### src/rtl/cm0_ahb_pkg.sv
// Shared AHB-Lite definitions: bridge FSM states, HTRANS/HSIZE encodings
// and the transfer-size helper.
package cm0_ahb_pkg;

  typedef enum logic [1:0] {
    ST_IDLE,
    ST_WRITE,
    ST_READ
  } state_t;

  localparam logic [1:0] HTRANS_IDLE   = 2'b00;
  localparam logic [1:0] HTRANS_BUSY   = 2'b01;
  localparam logic [1:0] HTRANS_NONSEQ = 2'b10;
  localparam logic [1:0] HTRANS_SEQ    = 2'b11;

  localparam logic [2:0] HSIZE_BYTE = 3'd0;
  localparam logic [2:0] HSIZE_HALF = 3'd1;
  localparam logic [2:0] HSIZE_WORD = 3'd2;

  // Index of the last byte of a transfer (N-1); sizes above a word act as a word.
  function automatic logic [2:0] size_last(input logic [2:0] hsize);
    case (hsize)
      HSIZE_BYTE: return 3'd0;
      HSIZE_HALF: return 3'd1;
      default:    return 3'd3;
    endcase
  endfunction

endpackage

### src/rtl/ahb_to_byte_sram.sv
// AHB-Lite slave bridging 8/16/32-bit transfers onto a byte-wide synchronous
// SRAM, one byte per cycle, inserting wait states as needed.
module ahb_to_byte_sram
  import cm0_ahb_pkg::*;
#(
  parameter int ADDR_W = 14
) (
  input  logic              HCLK,
  input  logic              HRESET,
  input  logic              HSEL,
  input  logic [1:0]        HTRANS,
  input  logic [2:0]        HSIZE,
  input  logic              HWRITE,
  input  logic [31:0]       HADDR,
  input  logic [31:0]       HWDATA,
  input  logic              HREADY,
  output logic              HREADYOUT,
  output logic              HRESP,
  output logic [31:0]       HRDATA,
  output logic              SRAMCS,
  output logic              SRAMWEN,
  output logic [ADDR_W-1:0] SRAMADDR,
  output logic [7:0]        SRAMWDATA,
  input  logic [7:0]        SRAMRDATA
);

  state_t            state, state_nxt;
  logic [2:0]        cnt, cnt_nxt;
  logic [2:0]        last;
  logic [ADDR_W-1:0] base;
  logic [31:0]       rd_lanes;
  logic              accept, load, done_rd;
  logic [ADDR_W-1:0] byte_addr;
  logic [1:0]        lane, prev_lane;
  logic              unused_bits;

  assign unused_bits = ^{HADDR[31:ADDR_W], HTRANS[0]};

  assign accept    = HSEL & HTRANS[1] & HREADY;
  assign byte_addr = base + ADDR_W'(cnt);
  assign lane      = byte_addr[1:0];
  // The byte returning from the SRAM this cycle was addressed one count earlier.
  assign prev_lane = lane - 2'd1;
  assign done_rd   = (state == ST_READ) && (cnt == last + 3'd1);

  assign HRESP     = 1'b0;
  assign SRAMADDR  = byte_addr;
  assign SRAMWDATA = HWDATA[{lane, 3'b000} +: 8];

  always_comb begin
    state_nxt = state;
    cnt_nxt   = cnt;
    load      = 1'b0;
    HREADYOUT = 1'b1;
    SRAMCS    = 1'b0;
    SRAMWEN   = 1'b0;
    case (state)
      ST_IDLE: load = accept;
      ST_WRITE: begin
        SRAMCS  = 1'b1;
        SRAMWEN = 1'b1;
        if (cnt == last) begin
          load      = accept;
          state_nxt = ST_IDLE;
        end else begin
          HREADYOUT = 1'b0;
          cnt_nxt   = cnt + 3'd1;
        end
      end
      ST_READ: begin
        if (done_rd) begin
          load      = accept;
          state_nxt = ST_IDLE;
        end else begin
          SRAMCS    = 1'b1;
          HREADYOUT = 1'b0;
          cnt_nxt   = cnt + 3'd1;
        end
      end
      default: state_nxt = ST_IDLE;
    endcase
    // A transfer accepted on a completion cycle starts immediately, no idle gap.
    if (load) begin
      state_nxt = HWRITE ? ST_WRITE : ST_READ;
      cnt_nxt   = '0;
    end
  end

  always_ff @(posedge HCLK) begin
    if (HRESET) begin
      state    <= ST_IDLE;
      cnt      <= '0;
      rd_lanes <= '0;
    end else begin
      state <= state_nxt;
      cnt   <= cnt_nxt;
      if (load)
        rd_lanes <= '0;
      else if (state == ST_READ && cnt != 3'd0 && !done_rd)
        rd_lanes[{prev_lane, 3'b000} +: 8] <= SRAMRDATA;
    end
  end

  always_ff @(posedge HCLK) begin
    if (load) begin
      last <= size_last(HSIZE);
      base <= HADDR[ADDR_W-1:0] & ~ADDR_W'(size_last(HSIZE));
    end
  end

  // Final byte bypasses the lane register so the read completes without an extra cycle.
  always_comb begin
    HRDATA = rd_lanes;
    if (done_rd)
      HRDATA[{prev_lane, 3'b000} +: 8] = SRAMRDATA;
  end

endmodule
### config.mk
export PLATFORM = sky130hd
export DESIGN_NAME = ahb_to_byte_sram
export DESIGN_NICKNAME = d
export VERILOG_FILES = /design/src/rtl/cm0_ahb_pkg.sv /design/src/rtl/ahb_to_byte_sram.sv
export SDC_FILE = /design/constraint.sdc
export NUM_CORES = 1
export LEC_CHECK = 0
export ABC_AREA = 1
export BUFFER_PORTS_ARGS = -buffer_cell sky130_fd_sc_hd__buf_4
export CAP_MARGIN = 30
export CORE_MARGIN = 10
export CORE_UTILIZATION = 50
export CTS_CLUSTER_DIAMETER = 150
export DETAILED_ROUTE_END_ITERATION = 6
export PLACE_DENSITY = 0.79
export SLEW_MARGIN = 20
export SYNTH_ARGS = -nofsm -noshare
export SYNTH_HDL_FRONTEND = slang
export SYNTH_SLANG_ARGS = --single-unit
### constraint.sdc
create_clock -name HCLK -period 4 [get_ports HCLK]
set_input_delay 0.8 -clock HCLK [delete_from_list [all_inputs] [get_ports HCLK]]
set_output_delay 0.8 -clock HCLK [all_outputs]
set_load 0.01 [all_outputs]
=== Word-level counts from Yosys, hierarchy flattened ===
Index checks and enable logic that the tools add are counted.

* Bits in registers: 54
* Input port bits: 82
* Word-level logic and storage cells: 59

* Multiplexer cells: 21
* Bitwise operators: 4
* Shifts and indexed selects: 3
* Reductions and logical operators: 11
* Equality and inequality tests: 10
* Add/subtract/negate cells: 5

{| class="wikitable"
|+ Operators by type and width
! operator !! count
|-
| 32-bit bitwise mux || 1
|-
| 32-bit two-way mux || 1
|-
| 8-bit by 7-bit variable shift with 32-bit output, first input constant || 1
|-
| 32-bit by 6-bit indexed part select with 8-bit output || 1
|-
| 8-bit by 7-bit indexed part select with 32-bit output || 1
|-
| 14-bit by 3-bit adder with 14-bit output || 1
|-
| 14-bit AND || 1
|-
| 3-bit inverter with 14-bit output || 1
|-
| 3-bit two-way mux || 3
|-
| 2-bit two-way mux || 4
|-
| 5-bit negator with 7-bit output || 1
|-
| 3-bit by 1-bit adder with 3-bit output, second input constant || 2
|-
| 3-bit equality test || 2
|-
| 1-bit two-way mux || 6
|-
| 2-bit != test, second input constant || 3
|-
| 3-bit != test, second input constant || 2
|-
| 2-bit one-hot mux with 3 select lines || 1
|-
| 3-bit one-hot mux with 2 select lines || 1
|-
| 3-bit AND reduction || 2
|-
| 1-bit one-hot mux with 2 select lines || 2
|-
| 2-bit one-hot mux with 2 select lines || 1
|-
| 3-bit by 1-bit equality test with 1-bit output, second input constant || 1
|-
| 1-bit logical AND || 3
|-
| 3-bit logical NOT || 1
|-
| 10 further kinds || 11
|}

=== Longest topological paths before layout ===
Gate-level depths: netlist of the first run.

* Word-level depth: 8
* Gate-level depth with buffers: 12
* Gate-level depth less buffers: 12

=== Least setup slack after synthesis of the first run ===
No wires, ideal clock.

* Path kind: reg2out
* Start: reg cnt[0]
* End: out HRDATA[16]
* Stages on the path, launching flop included: 11
* Path slack: 0.701 ns
* Data required time: 3.200 ns
* Arrival time: 2.499 ns
* Cells stage by stage: dfxtp_1 ha_1 inv_1 fa_1 inv_1 ha_1 buf_1 nand3_1 o22ai_1 nand2_1 o21ai_0

* Word-level cells in the longest chain between the ends: 6
* Elaborated cells between the ends (all ways): 9
* Those cells by class: 3 x add/sub; 1 x eq/ne; 2 x shift; 2 x mux; 1 x reduce/logical

{| class="wikitable"
|+ Ends and longest elaborated chain
! item !! line !! text
|-
| from (decl) || ahb_to_byte_sram.sv:28 || <nowiki>logic [2:0] cnt, cnt_nxt;</nowiki>
|-
| from (signal assigned) || ahb_to_byte_sram.sv:96 || <nowiki>cnt <= cnt_nxt;</nowiki>
|-
| 14-bit by 3-bit adder with 14-bit output * || ahb_to_byte_sram.sv:40 || <nowiki>assign byte_addr = base + ADDR_W'(cnt);</nowiki>
|-
| net SRAMADDR[1] || ahb_to_byte_sram.sv:22 || <nowiki>output logic [ADDR_W-1:0] SRAMADDR,</nowiki>
|-
| 2-bit by 1-bit subtractor with 2-bit output * || ahb_to_byte_sram.sv:43 || <nowiki>assign prev_lane = lane - 2'd1;</nowiki>
|-
| 5-bit negator with 7-bit output * || ahb_to_byte_sram.sv:115 || <nowiki>HRDATA[{prev_lane, 3'b000} +: 8] = SRAMRDATA;</nowiki>
|-
| 8-bit by 7-bit indexed part select with 32-bit output / 8-bit by 7-bit variable shift with 32-bit output (equally long branches) || ahb_to_byte_sram.sv:115 ||
|-
| 32-bit bitwise mux * || ahb_to_byte_sram.sv:115 ||
|-
| 32-bit two-way mux * || ahb_to_byte_sram.sv:114 || <nowiki>if (done_rd)</nowiki>
|-
| to (decl) || ahb_to_byte_sram.sv:19 || <nowiki>output logic [31:0] HRDATA,</nowiki>
|}

The timed path passes the listed nets; every way through them passes the cells marked *.

=== Final worst setup path of the first run ===
* Start: reg cnt[1]
* End: out HRDATA[8]

* Word-level cells in the longest chain between the ends: 6
* Elaborated cells between the ends (all ways): 9
* Those cells by class: 3 x add/sub; 1 x eq/ne; 2 x shift; 2 x mux; 1 x reduce/logical

{| class="wikitable"
|+ Ends and longest elaborated chain
! item !! line
|-
| 14-bit by 3-bit adder with 14-bit output || ahb_to_byte_sram.sv:40
|-
| 2-bit by 1-bit subtractor with 2-bit output || ahb_to_byte_sram.sv:43
|-
| 5-bit negator with 7-bit output || ahb_to_byte_sram.sv:115
|-
| 8-bit by 7-bit indexed part select with 32-bit output / 8-bit by 7-bit variable shift with 32-bit output (equally long branches) || ahb_to_byte_sram.sv:115
|-
| 32-bit bitwise mux || ahb_to_byte_sram.sv:115
|-
| 32-bit two-way mux * || ahb_to_byte_sram.sv:114
|}

Every way passes the cells marked *; elsewhere a longest branch is shown, timed or not.

==> out/metrics.cfg, run 1 <==
[outcome]
outcome = complete, no violations

[synthesis]
synth-seq-cells = 53
syn_area_um2 = 3580
synth_flop_cell = dfxtp_1
async_reset_ff_frac = 0
synth_most_common_cell = nand2_1
synth-edff-count = 16
netlist_instances = 499
seq_area_frac_synth = 0.341
synthDistinctLibCells = 34
yosysTopAreaCell = dfxtp_1
synth_fp_nets = 597
postSynthAreaPerCell_um2 = 7.18
synth_top_area_frac = 0.207
synth_area_leaders = dfxtp_1, nand2_1, edfxtp_1
ys_warn_count = 0
ys_top_cells_by_count = nand2_1, inv_1, o21ai_0

[critical_path]
critical_path_class = reg2out
worstSetupStartpointType = flop
r2r-end = rd_lanes[7]
r2r-start = cnt[1]
r2r_cells = 8
critPathRequiredTime_ns = 3.20
end_kind = output pin
cp.arrival_ns = 2.95
worstPathMaxFanout = 8
r2r_setup_slack_ns = 1.44

[global_routing]
grt_max_degree = 43
grt-ovfl-total = 0
met2_usage = 0.308
grt-busiest-layer = met2
grt_first_pass_wirelength_um = 17100
grt_use_met3 = 0.0479
grt_pass1_vias = 3526
use_met1 = 0.228
grt.total_usage = 0.183
antenna_found_initial = 0

[detailed_routing]
final_antenna_net_count = 0
vias_per_cell = 5.27
wl_per_cell_um = 15.2
vias = 3726
drc = 0
drt_iter0_drc = 243
routed_wl_um = 10800
drtPass1Iterations = 5

[power]
p_sw_frac = 0.286
p_comb_frac = 0.232
clockPowerShare = 0.301
leakage_nw = 1.90
p_int_mw = 0.868
irDropWorstVdd_v = 0.000169
switchingPower_mw = 0.348
seq_power_share = 0.467
cellPowerDensity_nw_per_um2 = 262

[sta]
slew_headroom = 0.567
finalHoldViolCount = 0
fin_crit_ns = 3.75
setup_viol_count_final = 0
setup_tns_ns = 0
grt_setup_unrepaired = false
worst_slack_ns = 0.249
tightest_slew_ns = 0.649
max_freq_mhz = 267
fin_crit_sh = 0.938
finalMaxSlewViolations = 0
finClkSkew_ns = 0.00729

[floorplanning]
ios = 140
core_um2 = 6870
num_rows = 30
die_w_um = 105
die_y_um = 105
die-area_um2 = 11000
initial_core_util = 0.522

[cts]
post-cts-setup-buffers = 0
cts_tree = yes
clkLatencyLatePin_ns = 0.31
htree_levels = 2
path_clk_slew_ns = 0.10
clock-sinks = 53
cts_buffers = 5
cts_max_path_buffers = 2
cts-root-buf = clkbuf_8

[cells_and_area]
final_nets = 708
syn_to_final_growth_pct = 29.4
layout-drive-gt1-share = 0.301
final_area_um2 = 4640
antennaDiodeCount = 0
fin_cells = 707

[hold_path]
min_path_type = reg2reg
whs_path_depth = 2
hold-path-endpoint = rd_lanes[3]
hp-start = rd_lanes[3]

[placed_design]
dp_hpwl_um = 8140
dp_cells = 699
port_buffers = 119
place_area_um2 = 4520
place_congestion = 0.828
pre_cts_slack_ns = 0.385

[job]
maxCapViolations = 0

## metal layers
layer / up-vias / routed length [µm]
met5: - / 0
met4: 0 / 206
met3: 17 / 810
met2: 154 / 5130
met1: 1703 / 4620
li1: 1852 / -
## metrics by stage
stage,util,power (mW),hold WS (ns)
floorplan,-,0.732,0.439
global placement,0.657,0.851,0.448
detailed placement,0.657,0.857,0.457
CTS,0.673,1.21,0.471
global route,0.675,1.27,0.491
finish,0.675,1.22,0.471
## placed cells by master (no fill, tap or decap), types with 13 or more instances in the layout
master,n
a21oi_2,29
buf_4,127
dfxtp_1,36
edfxtp_1,16
ha_1,13
inv_1,64
nand2_1,138
nor2_1,27
o21ai_0,49
o22ai_1,41
## state kept, by name (all words and copies together), names as in the netlist
| register | flops |
|---|---|
| state | 2 |
| cnt | 3 |
| rd_lanes | 32 |
| base | 14 |
| last | 2 |
## worst max path at each step
| stage | slack, ns | endpoint | start |
|---|---|---|---|
| floorplan | 0.70 | HRDATA[16] | cnt[0] |
| global placement | 0.54 | HRDATA[1] | cnt[0] |
| detailed placement | 0.39 | HRDATA[1] | cnt[0] |
| CTS | 0.03 | HRDATA[1] | cnt[0] |
| global route | 0.06 | HRDATA[12] | cnt[1] |
| finish | 0.25 | HRDATA[8] | cnt[1] |
## cell type report
type,count,area (µm²)
Sequential cell,53,1220
Clock inverter,3,41.3
Tap cell,96,120
Fill cell,599,2230
Clock buffer,5,68.8
Inverter,71,267
Timing Repair Buffer,127,953
Multi-Input combinational cell,352,1960
## critical path: stages, from the launching register on
cell and delay, ns:
dfxtp_1 0.46, inv_1 0.13, fa_1 0.71, ha_2 0.35, nor2_1 0.09, nand2_1 0.21
o22ai_1 0.24, nand2_1 0.09, o21ai_0 0.17, buf_4 0.19
## power by group through the flow
stage	clock (mW)	sequential, mW	combinational (mW)
after detailed placement	0	0.580	0.277
after floorplan	0	0.579	0.154
final	0.366	0.568	0.282
after global placement	0	0.580	0.271
after global routing	0.393	0.569	0.307
after CTS	0.367	0.568	0.279
## repair_timing
item,CTS,global route
hold buffers,0,0
endpoints found under the setup margin,0,25
resized for setup,0,6
## kinds of logic after synthesis
group / after synthesis / share of synthesized area
simple gates: 191 / 0.223
xor+xnor: 14 / 0.0342
other cells: 1 / 0.00105
buf+inv: 94 / 0.114
flops: 53 / 0.341
compound gates: 130 / 0.229
fa+ha+maj: 16 / 0.0580
(Power assumes the default switching activity.)
==> run 2, diff against run 1 <==
Settings changed: BUFFER_PORTS_ARGS -buffer_cell sky130_fd_sc_hd__buf_4 to unset, DONT_BUFFER_PORTS set to 1, PLACE_DENSITY 0.79 to 0.62, RECOVER_POWER set to 100.
==> out/metrics.cfg, run 2 (synthesis gave the netlist of run 1 again) <==
[cts]
clock-sinks = 53  ; unchanged
clkLatencyLatePin_ns = 0.30  ; about the same
post-cts-setup-buffers = 0  ; unchanged
path_clk_slew_ns = 0.09  ; about the same
cts_buffers = 5  ; unchanged
htree_levels = 2  ; unchanged
cts-root-buf = clkbuf_8
cts_hold_repair.buffers = 0  ; unchanged
cts_tree = yes
cts_max_path_buffers = 2  ; unchanged

[critical_path]
r2r-end = rd_lanes[6]
critical_path_class = reg2out
critPathRequiredTime_ns = 3.20  ; about the same
r2r_cells = 9  ; +1
worstPathMaxFanout = 8  ; unchanged
worstSetupStartpointType = flop
end_kind = output pin
cp.arrival_ns = 2.92  ; -0.03 ns
r2r_setup_slack_ns = 1.12  ; -0.32 ns
r2r-start = last[0]

[power]
leakage_nw = 1.27  ; -33%
clockPowerShare = 0.279  ; -0.022
cellPowerDensity_nw_per_um2 = 292  ; +11%
p_int_mw = 0.736  ; -15%
seq_power_share = 0.540  ; +0.073
irDropWorstVdd_v = 0.000142  ; -16%
p_sw_frac = 0.300  ; +0.0144
switchingPower_mw = 0.316  ; -9.1%
p_comb_frac = 0.181  ; -0.051

[floorplanning]
ios = 140  ; unchanged
die_w_um = 105  ; unchanged
num_rows = 30  ; unchanged
initial_core_util = 0.522  ; unchanged
die_y_um = 105  ; unchanged
die-area_um2 = 11000  ; unchanged
core_um2 = 6870  ; unchanged

[sta]
finalHoldViolCount = 0  ; unchanged
setup_viol_count_final = 0  ; unchanged
fin_crit_sh = 0.931  ; -0.00707
grt_setup_unrepaired = false
max_freq_mhz = 269  ; +0.76%
finalMaxSlewViolations = 36  ; +36
finClkSkew_ns = 0.00513  ; -0.00216 ns
fin_worst_hold_slack_ns = 0.466  ; -0.00564 ns
fin_crit_ns = 3.72  ; -0.0283 ns
setup_tns_ns = 0  ; unchanged
slew_headroom = -0.0187  ; -0.585
tightest_slew_ns = 1.52  ; +0.875 ns

[cells_and_area]
syn_to_final_growth_pct = 0.489
final_common_cell = nand2_1
largest_register = rd_lanes
fill_cells = 706  ; +18%
fin_cells = 586  ; -17%
antennaDiodeCount = 0  ; unchanged
layout-drive-gt1-share = 0.0735  ; -0.228
final_nets = 587  ; -17%
layout_common_cells = nand2_1, inv_1, o21ai_0, o22ai_1, dfxtp_1
largest_reg_flops = 32  ; unchanged
reg_top3 = rd_lanes (32), base (14), cnt (3)

[detailed_routing]
wl_per_cell_um = 17.0  ; +11%
drtPass1Iterations = 5  ; unchanged
drt_iter0_drc = 169  ; -30%
vias_per_cell = 5.54  ; +5.0%
drc = 0  ; unchanged
routed_wl_um = 9940  ; -7.7%
final_antenna_net_count = 0  ; unchanged
vias = 3244  ; -13%

[global_routing]
grt_first_pass_wirelength_um = 15900  ; -7.0%
grt-ovfl-total = 0  ; unchanged
grt_pass1_vias = 3022  ; -14%
antenna_found_initial = 0  ; unchanged
grt_max_degree = 38  ; -12%
grt.total_usage = 0.174  ; -0.00929

[hold_path]
hold-path-endpoint = rd_lanes[30]
min_path_type = reg2reg
hp-start = rd_lanes[30]
whs_path_depth = 2  ; unchanged

[outcome]
violations = capacitance limit, slew limit
outcome = finished with violations

[placed_design]
dp_hpwl_um = 7450  ; -8.6%
place_congestion = 0.825  ; -0.36%
dp_cells = 578  ; -17%
port_buffers = 0  ; -100%

[job]
maxCapViolations = 1  ; +1

[run 2: repair_timing]
| action | CTS | global route |
|---|---|---|
| endpoints found under the hold margin | 0 | 0 |
| endpoints found under the setup margin | 0 | 12 |
| resized for setup | 0 | 4 |
[run 2: worst max-delay path, stage by stage, from the launching register on]
cell	delay, ns
dfxtp_1	0.48
ha_1	0.21
inv_1	0.05
fa_1	0.60
ha_2	0.34
nor2_1	0.11
nand3_1	0.26
o22ai_1	0.26
nand2_1	0.07
o21ai_0	0.23
[run 2: worst max-delay path by stage]
stage / from / cells after the start / slack (ns) / to
4_1_cts: cnt[0] / 9 / 0.17 / HRDATA[16]
2_1_floorplan: cnt[0] / 10 / 0.70 / HRDATA[16]
6_report: cnt[0] / 9 / 0.28 / HRDATA[0]
3_5_place_dp: cnt[0] / 9 / 0.50 / HRDATA[16]
5_1_grt: cnt[0] / 9 / 0.03 / HRDATA[0]
3_3_place_gp: cnt[0] / 9 / 0.58 / HRDATA[18]
[run 2: routing by layer]
layer | global-route usage | part of all wire | vias to the layer above
met3 | 0.0596 | 0.097 | 4
met5 | 0 | 0 | -
met1 | 0.226 | 0.44 | 1514
li1 | - | - | 1606
met4 | 0.0324 | 0.0038 | 0
met2 | 0.274 | 0.46 | 120
[run 2: per-stage QoR]
step                utilization  instance area [µm²]  total power, mW  setup WS (ns)
CTS                       0.537                 3690             1.07          0.168
floorplan                     -                 3580            0.732          0.701
global placement          0.525                 3610            0.772          0.576
finish                    0.524                 3600             1.05          0.277
detailed placement        0.525                 3610            0.774          0.500
global route              0.524                 3600             1.11         0.0310
[run 2: cell type report]
class	count	area, µm²	share of cell area
multi-input cells	352	1870	0.520
flip-flops and latches	53	1220	0.339
inverters	71	267	0.0740
well taps	96	120	0.0334
clock buffers	7	76.3	0.0212
repair buffers	6	41.3	0.0115
clock inverters	1	3.75	0.00104
[run 2: power groups by stage]
| stage | clock [mW] | sequential [mW] | combinational (mW) |
|---|---|---|---|
| 6_report | 0.294 | 0.568 | 0.190 |
| 5_1_grt | 0.326 | 0.569 | 0.212 |
| 4_1_cts | 0.308 | 0.568 | 0.195 |
| 3_5_place_dp | 0 | 0.580 | 0.194 |
| 3_3_place_gp | 0 | 0.580 | 0.192 |
| 2_1_floorplan | 0 | 0.579 | 0.154 |
==> run 3, diff against run 2 <==
Clock period 4 ns to 3.8 ns, I/O delays scaled along.
==> out/metrics.cfg, run 3 (synthesis gave the netlist of run 1 again) <==
[outcome]
outcome = finished with violations
violations = capacitance limit

[sta]
finalHoldViolCount = 0  ; unchanged
max_freq_mhz = 282
setup_tns_ns = 0  ; unchanged
finClkSkew_ns = 0.0112  ; +0.00603 ns
fin_crit_sh = 0.933
tightest_slew_ns = 1.49  ; -0.0368 ns
slew_headroom = 0.00584  ; +0.0246
finalMaxSlewViolations = 0  ; -100%
setup_viol_count_final = 0  ; unchanged
fin_crit_ns = 3.55

[cts]
cts_tree = yes
cts_hold_repair.buffers = 0  ; unchanged
clkLatencyLatePin_ns = 0.30  ; about the same
cts-root-buf = clkbuf_8
cts_max_path_buffers = 2  ; unchanged
cts_buffers = 5  ; unchanged
clock-sinks = 53  ; unchanged
htree_levels = 2  ; unchanged
path_clk_slew_ns = 0.10  ; about the same

[detailed_routing]
wl_per_cell_um = 16.8  ; -0.82%
drt_iter0_drc = 199  ; +18%
drtPass1Iterations = 5  ; unchanged
vias_per_cell = 5.45  ; -1.6%
routed_wl_um = 9860  ; -0.82%
vias = 3191  ; -1.6%
drc = 0  ; unchanged
final_antenna_net_count = 0  ; unchanged

[cells_and_area]
syn_to_final_growth_pct = 1.99
reg_top3 = rd_lanes (32), base (14), cnt (3)
fin_cells = 586  ; unchanged
final_nets = 587  ; unchanged
largest_reg_flops = 32  ; unchanged
layout_common_cells = nand2_1, inv_1, o21ai_0, o22ai_1, dfxtp_1
antennaDiodeCount = 0  ; unchanged
final_common_cell = nand2_1
layout-drive-gt1-share = 0.0816  ; +0.00816
fill_cells = 701  ; -0.71%
largest_register = rd_lanes

[critical_path]
worstSetupStartpointType = flop
r2r_cells = 9  ; unchanged
end_kind = output pin
r2r_setup_slack_ns = 0.94  ; -0.18 ns
cp.arrival_ns = 2.79  ; -0.13 ns
critical_path_class = reg2out
critPathRequiredTime_ns = 3.04  ; -0.16 ns
r2r-start = last[0]
r2r-end = rd_lanes[29]
worstPathMaxFanout = 10  ; +2

[floorplanning]
die_w_um = 105  ; unchanged
die_y_um = 105  ; unchanged
initial_core_util = 0.522  ; unchanged
die-area_um2 = 11000  ; unchanged
num_rows = 30  ; unchanged
ios = 140  ; unchanged
core_um2 = 6870  ; unchanged

[placed_design]
dp_hpwl_um = 7310  ; -1.8%
place_congestion = 0.827  ; +0.18%
port_buffers = 0  ; unchanged
dp_cells = 578  ; unchanged

[job]
maxCapViolations = 1  ; unchanged

[hold_path]
hold-path-endpoint = rd_lanes[9]
min_path_type = reg2reg
whs_path_depth = 2  ; unchanged
hp-start = rd_lanes[9]

[global_routing]
grt_first_pass_wirelength_um = 15600  ; -2.4%
grt_pass1_vias = 2958  ; -2.1%
grt.total_usage = 0.169  ; -0.00462
antenna_found_initial = 0  ; unchanged
grt-ovfl-total = 0  ; unchanged
grt_max_degree = 65  ; +71%

[power]
cellPowerDensity_nw_per_um2 = 329  ; +13%
irDropWorstVdd_v = 0.000194  ; +37%
leakage_nw = 1.30  ; +1.8%
clockPowerShare = 0.333  ; +0.054
switchingPower_mw = 0.339  ; +7.2%
seq_power_share = 0.497  ; -0.043
p_sw_frac = 0.282  ; -0.0185
p_int_mw = 0.863  ; +17%
p_comb_frac = 0.169  ; -0.012

-- run 3: power by group through the flow --
| stage | sequential [mW] | combinational, mW | clock (mW) |
|---|---|---|---|
| finish | 0.598 | 0.204 | 0.401 |
| global route | 0.599 | 0.226 | 0.432 |
| CTS | 0.598 | 0.206 | 0.415 |
| detailed placement | 0.611 | 0.205 | 0 |
| global placement | 0.611 | 0.203 | 0 |
| floorplan | 0.609 | 0.162 | 0 |
-- run 3: what timing repair did --
item,in CTS,in global routing
resized for setup,0,6
buffers inserted,0,0
endpoints found under the setup margin,0,25
hold endpoints to repair,0,0
-- run 3: cell type report --
class	count	area, µm²	share of cell area
inverters	71	267	0.0729
well taps	96	120	0.0329
multi-input cells	352	1880	0.513
clock buffers	7	86.3	0.0236
flip-flops and latches	53	1220	0.334
clock inverters	1	30.0	0.00822
repair buffers	6	55.1	0.0151
-- run 3: worst max-delay path by stage --
stage | startpoint | end | slack, ns | cells after the start
global placement | cnt[0] | HRDATA[0] | 0.49 | 8
finish | cnt[0] | HRDATA[16] | 0.25 | 10
detailed placement | cnt[0] | HRDATA[0] | 0.49 | 9
floorplan | cnt[0] | HRDATA[16] | 0.54 | 10
global route | cnt[0] | HRDATA[7] | -0.005 | 9
CTS | cnt[0] | HRDATA[0] | 0.14 | 8
-- run 3: worst max-delay path, stage by stage, from the launching register on --
cell,delay (ns)
dfxtp_1,0.47
ha_1,0.21
inv_1,0.05
fa_1,0.60
inv_1,0.10
buf_4,0.19
ha_1,0.22
buf_2,0.18
o22ai_1,0.20
nand2_1,0.07
o21ai_0,0.18
-- run 3: per-layer routing --
metal / wire, µm / GRT usage / part of all wire
met3: 916 / 0.0627 / 0.093
met4: 43 / 0.0245 / 0.0044
met1: 4410 / 0.220 / 0.45
met5: 0 / 0 / 0
met2: 4490 / 0.267 / 0.46
-- run 3: stage by stage --
step	util	setup WS, ns	hold WS, ns	instance area [µm²]	power [mW]
6_report	0.532	0.254	0.466	3650	1.20
5_1_grt	0.532	-0.00467	0.482	3650	1.26
4_1_cts	0.544	0.141	0.470	3740	1.22
3_5_place_dp	0.527	0.486	0.455	3620	0.816
3_3_place_gp	0.527	0.493	0.448	3620	0.813
2_1_floorplan	-	0.541	0.439	3580	0.771
